### config.mk
export PLATFORM = sky130hd
export DESIGN_NAME = prio_req_capture
export DESIGN_NICKNAME = d
export VERILOG_FILES = /design/src/rtl/prio_req_capture.sv
export SDC_FILE = /design/constraint.sdc
export NUM_CORES = 1
export LEC_CHECK = 0
export CAP_MARGIN = 20
export CORE_UTILIZATION = 42
export DETAILED_ROUTE_END_ITERATION = 8
export PLACE_DENSITY = 0.77
export SLEW_MARGIN = 25
export SYNTH_ARGS = -nofsm -noshare
export SYNTH_HDL_FRONTEND = slang
export SYNTH_SLANG_ARGS = --single-unit
export TNS_END_PERCENT = 10
### constraint.sdc
create_clock -name clk -period 1.45 [get_ports clk]
set_input_delay 0.145 -clock clk [delete_from_list [all_inputs] [get_ports clk]]
set_output_delay 0.145 -clock clk [all_outputs]
set_load 0.02 [all_outputs]
### src/rtl/prio_req_capture.sv
// ============================================================================
// Module      : prio_req_capture
// Description : Synchronises four asynchronous request lines, keeps sticky
//               pending bits for the external priority encoder and offers the
//               winning code on a valid/ack handshake.
// Revision    : 1.0  initial release
// ============================================================================
`default_nettype none

module prio_req_capture #(
   parameter int unsigned SYNC_STAGES = 2,
   parameter bit          EDGE_MODE   = 1'b1
) (
   input  logic       clk,
   input  logic       reset,
   input  logic [4:1] req_in,
   input  logic [4:1] mask,
   output logic [4:1] r_out,
   input  logic [2:0] code_in,
   output logic       svc_valid,
   output logic [2:0] svc_code,
   input  logic       svc_ack,
   output logic [4:1] overflow,
   input  logic       clr_ovf
);

   typedef enum logic [1:0] {
      ST_IDLE  = 2'd0,
      ST_OFFER = 2'd1,
      ST_CLEAR = 2'd2
   } state_t;

   logic [4:1] r_sync [SYNC_STAGES];
   logic [4:1] r_dly;
   logic [4:1] r_pending;
   logic [4:1] r_overflow;
   logic       r_valid;
   logic [2:0] r_code;
   state_t     r_state;

   logic [4:1] w_sync;
   logic [4:1] w_rise;
   logic [4:1] w_clr;
   logic [4:1] w_pend_nxt;
   logic [4:1] w_ovf_nxt;
   logic       w_code_ok;

   // Per-bit synchroniser chain; stage 0 samples the raw asynchronous inputs.
   genvar k;
   generate
      for (k = 0; k < SYNC_STAGES; k++) begin : g_sync_stage
         if (k == 0) begin : g_first
            always_ff @(posedge clk or posedge reset) begin
               if (reset) r_sync[k] <= '0;
               else       r_sync[k] <= req_in;
            end
         end else begin : g_rest
            always_ff @(posedge clk or posedge reset) begin
               if (reset) r_sync[k] <= '0;
               else       r_sync[k] <= r_sync[k-1];
            end
         end
      end
   endgenerate

   assign w_sync = r_sync[SYNC_STAGES-1];
   assign w_rise = w_sync & ~r_dly;

   // The serviced bit is cleared on the accepting edge only.
   always_comb begin
      w_clr = '0;
      if (r_state == ST_OFFER && svc_ack) begin
         for (int i = 1; i <= 4; i++) begin
            w_clr[i] = (r_code == 3'(i));
         end
      end
   end

   generate
      if (EDGE_MODE) begin : g_edge
         // A fresh edge beats a same-cycle clear so the new event is not lost.
         assign w_pend_nxt = (r_pending & ~w_clr) | (w_rise & ~mask);
         assign w_ovf_nxt  = clr_ovf ? 4'b0000
                           : (r_overflow | (w_rise & ~mask & r_pending & ~w_clr));
      end else begin : g_level
         assign w_pend_nxt = w_sync & ~mask & ~w_clr;
         assign w_ovf_nxt  = 4'b0000;
      end
   endgenerate

   always_ff @(posedge clk or posedge reset) begin
      if (reset) begin
         r_dly      <= '0;
         r_pending  <= '0;
         r_overflow <= '0;
      end else begin
         r_dly      <= w_sync;
         r_pending  <= w_pend_nxt;
         r_overflow <= w_ovf_nxt;
      end
   end

   // Codes 5..7 cannot come from a healthy encoder and are treated as none.
   assign w_code_ok = (code_in != 3'd0) && (code_in <= 3'd4);

   always_ff @(posedge clk or posedge reset) begin
      if (reset) begin
         r_state <= ST_IDLE;
         r_valid <= 1'b0;
         r_code  <= 3'd0;
      end else begin
         case (r_state)
            ST_IDLE: begin
               if (w_code_ok) begin
                  r_code  <= code_in;
                  r_valid <= 1'b1;
                  r_state <= ST_OFFER;
               end
            end
            ST_OFFER: begin
               if (svc_ack) begin
                  r_valid <= 1'b0;
                  r_state <= ST_CLEAR;
               end
            end
            ST_CLEAR: begin
               r_state <= ST_IDLE;
            end
            default: begin
               r_valid <= 1'b0;
               r_state <= ST_IDLE;
            end
         endcase
      end
   end

   assign r_out     = r_pending & ~mask;
   assign svc_valid = r_valid;
   assign svc_code  = r_code;
   assign overflow  = r_overflow;

endmodule

`default_nettype wire

== Yosys cells after proc, flatten, opt, wreduce, memory -nomap -nowiden ==
Cells that the tools add are included.

* Register bits: 26
* Input bits: 15
* Output and inout bits: 12
* Logic and storage cells: 44

* $lt $le $gt $ge: 1
* Eq/ne operators: 8
* Multiplexer cells: 8
* Bitwise operators: 12
* Reductions and logical operators: 7

{| class="wikitable"
|+ Operators with widths
! cell !! count
|-
| $and A4 B4 Y4 || 6
|-
| $not A4 Y4 || 3
|-
| $mux W4 || 2
|-
| $or A4 B4 Y4 || 2
|-
| $eq A3 B2 Y1 const B || 2
|-
| $mux W2 || 2
|-
| $ne A2 B2 Y1 const B || 2
|-
| $pmux W2 S2 || 1
|-
| $reduce_and A2 Y1 || 2
|-
| $eq A3 B1 Y1 const B || 1
|-
| $eq A3 B3 Y1 const B || 1
|-
| $le A3 B3 Y1 const B || 1
|-
| $pmux W1 S3 || 1
|-
| $reduce_and A3 Y1 || 1
|-
| $reduce_bool A3 Y1 || 1
|-
| $eq A2 B1 Y1 const B || 1
|-
| $eq A2 B2 Y1 const B || 1
|-
| $logic_and A1 B1 Y1 || 2
|-
| $logic_not A2 Y1 || 1
|-
| $mux W1 || 2
|-
| $not A1 Y1 || 1
|}

== Logic depth before layout (Yosys ltp) ==
Gate-level depths: netlist of the first run.

* Depth in word-level cells: 7
* Mapped depth: 4

== Least setup slack after synthesis of the first run ==
Ideal clock, no wire load.

* Kind: register -> register
* Start point: register r_code[0] (netlist: svc_code[0])
* End point: register r_overflow (netlist bit overflow[4])
* Library setup time: 0.122 ns
* Arrival time: 1.296 ns
* Required time: 1.328 ns
* Path slack: 0.033 ns
* Cell stages (with the launch flop): 4
* Buffers on the path: 0
* Period minus slack after synthesis: 1.417 ns
* Cell sequence: dfrtp_1 nand4bb_1 or3b_1 a32o_1

* Longest elaborated chain between the ends: 6

{| class="wikitable"
|+ Ends and longest elaborated chain
! item !! line !! text
|-
| from (decl) || 38 || <nowiki>logic [2:0] r_code;</nowiki>
|-
| from (signal assigned) || 115 || <nowiki>r_code <= code_in;</nowiki>
|-
| $eq A3 B3 Y1 || 74 || <nowiki>w_clr[i] = (r_code == 3'(i));</nowiki>
|-
| $mux W4 || 72 || <nowiki>if (r_state == ST_OFFER && svc_ack) begin</nowiki>
|-
| $not A4 Y4 || 84 || <nowiki>: (r_overflow | (w_rise & ~mask & r_pending & ~w_clr));</nowiki>
|-
| $and A4 B4 Y4 || 84 ||
|-
| $or A4 B4 Y4 || 84 ||
|-
| $mux W4 || 83 || <nowiki>assign w_ovf_nxt = clr_ovf ? 4'b0000</nowiki>
|-
| via w_ovf_nxt, one bit || 45 || <nowiki>logic [4:1] w_ovf_nxt;</nowiki>
|-
| to (signal assigned) || 99 || <nowiki>r_overflow <= w_ovf_nxt;</nowiki>
|-
| to (decl) || 36 || <nowiki>logic [4:1] r_overflow;</nowiki>
|}

The timed path passes the listed nets, and every way through them passes these cells.
A chain may end at the register's enable or synchronous reset.

== Worst setup path after layout of the first run ==
* Start point: register r_state[1]
* End point: register r_overflow (netlist bit overflow[4])

* Longest elaborated chain between the ends: 7

{| class="wikitable"
|+ Ends and longest elaborated chain
! item !! line !! text
|-
| from (decl) || 39 || <nowiki>state_t r_state;</nowiki>
|-
| from (signal assigned) || 108 || <nowiki>r_state <= ST_IDLE;</nowiki>
|-
| from (signal assigned) || 117 || <nowiki>r_state <= ST_OFFER;</nowiki>
|-
| from (signal assigned) || 123 || <nowiki>r_state <= ST_CLEAR;</nowiki>
|-
| $eq A2 B1 Y1 || 72 ||
|-
| $logic_and A1 B1 Y1 || 72 ||
|-
| $mux W4 || 72 ||
|-
| $not A4 Y4 || 84 ||
|-
| $and A4 B4 Y4 || 84 ||
|-
| $or A4 B4 Y4 || 84 ||
|-
| $mux W4 || 83 ||
|-
| via w_ovf_nxt, one bit || 45 ||
|}

The timed path passes the listed nets, and every way through them passes these cells.

==> results of run 1 <==
cells by family (layout without fill, tap and decap cells):
logic type,count (synthesis),after routing,share of synthesized area
buffers and inverters,9,43,0.0416
and+or+nand+nor,25,25,0.159
xor gates and xnor gates,1,1,0.00856
AOI/OAI and AO/OA,25,25,0.155
DFF,26,26,0.636
flip-flops by register name, summed over array words and instances, names as in the netlist:
signal	cells
overflow	4
r_dly	4
r_pending	4
r_sync	4
w_sync	4
svc_code	3
r_state	2
svc_valid	1
final timing paths:
kind                       cells past startpoint                endpoint              startpoint  slack, ns
max reg2reg                                    3   overflow[4]$_DFF_PP0_  r_state[1]$_DFFE_PP0P_       0.09
min                                            3  r_pending[4]$_DFF_PP0_                   reset       0.17
max                                            3   overflow[4]$_DFF_PP0_  r_state[1]$_DFFE_PP0P_       0.09
max in group asynchronous                      3     r_sync[6]$_DFF_PP0_                   reset       1.05
min in group clk                               1     r_sync[4]$_DFF_PP0_               req_in[1]       0.26
min reg2reg                                    0     w_sync[1]$_DFF_PP0_     r_sync[4]$_DFF_PP0_       0.36
stage by stage:
step	util	hold slack (ns)	cell area [um^2]
floorplan	-	0.176	1020
global placement	0.599	0.331	1350
detailed placement	0.599	0.336	1350
CTS	0.618	0.172	1390
global route	0.621	0.190	1400
finish	0.621	0.170	1400
final cells by class:
| class | count | area (um^2) |
|---|---|---|
| fillers | 212 | 855 |
| flip-flops and latches | 26 | 651 |
| multi-input cells | 51 | 330 |
| repair buffers | 33 | 309 |
| well taps | 28 | 35.0 |
| clock inverters | 1 | 30.0 |
| clock buffers | 3 | 22.5 |
| inverters | 6 | 22.5 |
per-layer routing:
layer  up-vias  share of wire  global-route usage
met2        23           0.53               0.312
li1        369              -                   -
met1       375           0.41               0.169
met3         2          0.052              0.0298
met4         0         0.0065              0.0586
met5         -              0                   0
worst register-to-register path, cell delays in order (launching register included):
cell	delay, ns
dfrtp_1	0.40
nand4bb_1	0.20
or3b_1	0.39
a32o_1	0.26
Yosys cell counts, types with 2 or more instances:
| master | count | area (um^2) |
|---|---|---|
| nor2b_1 | 7 | 43.8 |
| inv_1 | 6 | 22.5 |
| o31ai_1 | 2 | 15.0 |
| o21ai_0 | 8 | 40.0 |
| nor3b_1 | 4 | 30.0 |
| nor2_1 | 3 | 11.3 |
| a21oi_1 | 6 | 30.0 |
| a211o_1 | 2 | 17.5 |
| nand2b_1 | 5 | 31.3 |
| o211ai_1 | 2 | 15.0 |
| dfrtp_1 | 26 | 651 |
timing repair:
action,4_1_cts,5_1_grt
resized for setup,9,3
setup endpoints to repair,9,3
hold endpoints to repair,0,0
power groups by stage:
stage          sequential [W]  combinational [W]  clock [W]
2_1_floorplan         0.00103           0.000311          0
3_3_place_gp         0.000970           0.000682          0
3_5_place_dp         0.000980           0.000698          0
4_1_cts              0.000966           0.000654   0.000491
5_1_grt              0.000982           0.000694   0.000521
6_report             0.000962           0.000641   0.000473
==> impl_metrics.tcl, run 1 <==
set metrics [dict create \
    intPower_w 0.00145 \
    dp_hpwl_mm 1.45 \
    rows 17 \
    startpoint_type "flip-flop" \
    clock_path_buffers 2 \
    first_iter_violations 2 \
    worst-setup-path-type "flip-flop to flip-flop" \
    die_x_um 51.4 \
    gp_congestion 0.747 \
    seq_power_share 0.464 \
    setup_viol_count_final 0 \
    syn_nets 101 \
    ctsHoldBuffers 0 \
    io_pins 27 \
    ant_nets 0 \
    fin_ws_ns 0.0946 \
    required_ns 1.65 \
    max_freq_ghz 0.738 \
    maxCapViolCount 0 \
    clk_pin_slew_ns 0.13 \
    synthCells 86 \
    synth_edf_count 0 \
    swShare 0.302 \
    dieArea_um2 2640 \
    synth_ff_type "dfrtp_1" \
    wirelength_mm 1.86 \
    maxSlewViolCount 0 \
    dr.pass1.iters 4 \
    pwr_density_cell_nw_per_um2 1480 \
    critPathArrivalTime_ns 1.56 \
    cp_slowest_cell "dfrtp_1" \
    antenna_found_initial 0 \
    max_stage_delay_ns 0.40 \
    initial_utilization 0.454 \
    grt_max_degree 27 \
    netlist_area_um2 1020 \
    cts_post_setup_buffers_inserted 0 \
    wl_per_cell_um 12.6 \
    crit_chain "nand4bb_1, or3b_1, a32o_1" \
    outcome "completed" \
    drc 0 \
    htreeDepth 1 \
    layout_common_cells "dfrtp_1 (26), clkdlybuf4s50_1 (14), dlygate4sd2_1 (9)" \
    tritoncts "yes" \
    yosysWarnings 0 \
    cp_max_fo 2 \
    dp.cells 144 \
    synth_cell_type_count 26 \
    p_sw_w 0.000628 \
    cts-buffers-inserted 3 \
    final_nets 136 \
    synthArstFlopShare 1.00 \
    syn_to_final_growth_pct 36.8 \
    hold_path.class "primary input to async pin" \
    power_frac_clock 0.228 \
    synth-seq-cells 26 \
    insertion_delay_ns 0.31 \
    via_count 769 \
    hold_violations 0 \
    tns_ns 0 \
    core_area_um2 2250 \
    period_minus_slack_ns 1.36 \
    grt_pass1_vias 764 \
    ctsRootBufferMaster "clkbuf_4" \
    layout-drive-gt1-share 0.0917 \
    final_common_cell "dfrtp_1" \
    fin_skew_ns 0.00681 \
    comb_power_share 0.309 \
    tightest_slew_ns 0.355 \
    dp_slack_ns -0.0734 \
    overflow 0 \
    die_height_um 51.4 \
    numPortBuffers 26 \
    avgSynthCellArea_um2 11.9 \
    crit_family "simple AND/OR/NAND/NOR gates" \
    stdcell_count 148 \
    grt_first_pass_wirelength_mm 3.07 \
    crit_buf_inv 0 \
    clock_sinks 26 \
    seq_area_frac_synth 0.636 \
    slew-limit-headroom 0.762 \
    cp-end-kind "flip-flop" \
    p_leak_nw 0.638 \
    vias_per_cell 5.20 \
    total_power_w 0.00208 \
    peakVddDrop_mv 1.12 \
    track_usage 0.161 \
    diodes 0 \
    rsz0062_at_grt "false" \
    period_share 0.935 \
]
(Power assumes the default switching activity.)
==> run 2: changes to the inputs <==
--- a/config.mk
+++ b/config.mk
@@ -6,9 +6,12 @@
 export NUM_CORES = 1
 export LEC_CHECK = 0
 export CAP_MARGIN = 20
-export CORE_UTILIZATION = 42
+export CELL_PAD_IN_SITES_DETAIL_PLACEMENT = 1
+export CELL_PAD_IN_SITES_GLOBAL_PLACEMENT = 1
+export CORE_ASPECT_RATIO = 0.6
+export CORE_UTILIZATION = 33
 export DETAILED_ROUTE_END_ITERATION = 8
-export PLACE_DENSITY = 0.77
+export PLACE_DENSITY = 0.78
 export SLEW_MARGIN = 25
 export SYNTH_ARGS = -nofsm -noshare
 export SYNTH_HDL_FRONTEND = slang
==> run 2 against run 1 <==
  * First-iteration DRC count increased to 9.5 times the previous value
  * Hold slack improved by 0.074 ns
  * Routed wire length up 28%
  * Utilization shrank 14 points
==> impl_metrics.tcl, run 2 (synthesis gave the netlist of run 1 again) <==
set metrics [dict create \
    wirelength_mm 2.39 \
    clk_pin_slew_ns 0.08 \
    insertion_delay_ns 0.27 \
    required_ns 1.31 \
    tightest_slew_ns 0.434 \
    core_area_um2 2910 \
    wl_per_cell_um 14.8 \
    crit_chain "clkdlybuf4s50_1" \
    max_freq_ghz 0.709 \
    layout-drive-gt1-share 0.0840 \
    tritoncts "yes" \
    pwr_density_cell_nw_per_um2 1460 \
    cp-end-kind "output pin" \
    die_height_um 45.1 \
    crit_buf_inv 1 \
    rsz0062_at_grt "false" \
    grt_first_pass_wirelength_mm 3.85 \
    final_common_cell "dfrtp_1" \
    final_nets 136 \
    grt_pass1_vias 759 \
    numPortBuffers 26 \
    ant_nets 0 \
    outcome "completed" \
    cts-buffers-inserted 3 \
    worstReg2RegStart "r_state[1]$_DFFE_PP0P_" \
    die_x_um 73.9 \
    htreeDepth 1 \
    hold_violations 0 \
    period_minus_slack_ns 1.41 \
    track_usage 0.165 \
    initial_utilization 0.352 \
    diodes 0 \
    clock_path_buffers 2 \
    overflow 0 \
    maxSlewViolCount 0 \
    worst-setup-path-type "flip-flop to output pin" \
    slew-limit-headroom 0.707 \
    dr.pass1.iters 4 \
    cp_max_fo 2 \
    period_share 0.972 \
    first_iter_violations 19 \
    critical_path.startpoint "svc_valid$_DFFE_PP0P_" \
    grt_max_degree 27 \
    io_pins 27 \
    syn_to_final_growth_pct 36.9 \
    dp_hpwl_mm 1.77 \
    hold_path.class "primary input to async pin" \
    dieArea_um2 3340 \
    dp.cells 158 \
    drc 0 \
    gp_congestion 0.717 \
    startpoint_type "flip-flop" \
    maxCapViolCount 0 \
    p_leak_nw 0.583 \
    cp_slowest_cell "clkdlybuf4s50_1" \
    layout_common_cells "dfrtp_1 (26), clkdlybuf4s50_1 (19), o21ai_0 (8)" \
    antenna_found_initial 0 \
    max_stage_delay_ns 0.63 \
    setup_viol_count_final 0 \
    critPathArrivalTime_ns 1.26 \
    final_core_util 0.482 \
    stdcell_count 161 \
    vias_per_cell 4.84 \
    via_count 780 \
    crit_family "buffers and inverters" \
    rows 15 \
    ctsRootBufferMaster "clkbuf_8" \
    clock_sinks 26 \
    peakVddDrop_mv 0.708 \
    place_area_um2 1370 \
    fin_area_um2 1400 \
    ctsHoldBuffers 0 \
    fin_skew_ns 0.00625 \
]
-- run 2: cell count changes in the layout (fill, tap and decap cells not counted), sizes merged --
cell,previous run,this run
dlygate4sd2,9,7
bufinv,1,0
clkdlybuf4s50,14,19
dlymetal6s2s,3,0
-- run 2: timing repair --
action / CTS / global route
setup buffers: 0 / 0
endpoints found under the setup margin: 7 / 0
resized for setup: 7 / 0
-- run 2: power breakdown --
group	total [W]	internal [W]	leakage [nW]	switching, W
combinational	0.000680	0.000321	0.258	0.000359
sequential	0.000977	0.000857	0.303	0.000119
clock	0.000393	0.000186	0.0216	0.000207
total	0.00205	0.00136	0.583	0.000686
-- run 2: worst register-to-register path, cell delays in order, from the launching register on --
cell       delay [ns]
dfrtp_1          0.39
nand4bb_1        0.22
or3b_1           0.39
a32o_1           0.26
-- run 2: routing by layer --
layer,routed length [um],global-route usage,up-vias
met5,0,0,-
met4,23,0.0462,0
met3,133,0.0491,2
met2,1200,0.290,22
met1,1030,0.200,389
li1,-,-,367
-- run 2: worst paths after layout --
check | cells after the start | slack (ns) | end
setup / recovery | 1 | 0.04 | svc_valid
hold / removal | 3 | 0.24 | r_sync[4]$_DFF_PP0_
setup reg to reg | 3 | 0.08 | overflow[4]$_DFF_PP0_
hold reg to reg | 0 | 0.35 | w_sync[2]$_DFF_PP0_
max in group asynchronous | 3 | 0.95 | r_dly[2]$_DFF_PP0_
min in group clk | 1 | 0.31 | r_sync[4]$_DFF_PP0_
-- run 2: layout make-up --
| class | instances | area [um^2] |
|---|---|---|
| timing repair buffer | 33 | 304 |
| sequential | 26 | 651 |
| tap | 42 | 52.6 |
| clock buffer | 3 | 41.3 |
| fill | 329 | 1510 |
| inverter | 6 | 22.5 |
| multi-input combinational | 51 | 330 |
-- run 2: through the flow --
step,TNS [ns],setup slack (ns),hold WS (ns),total power (W)
final,0,0.0402,0.244,0.00205
after CTS,0,0.0206,0.259,0.00208
after detailed placement,-0.202,-0.105,0.336,0.00172
after global placement,-0.0923,-0.0699,0.332,0.00166
after global routing,0,0.00367,0.296,0.00217
after floorplan,0,0.0328,0.176,0.00134
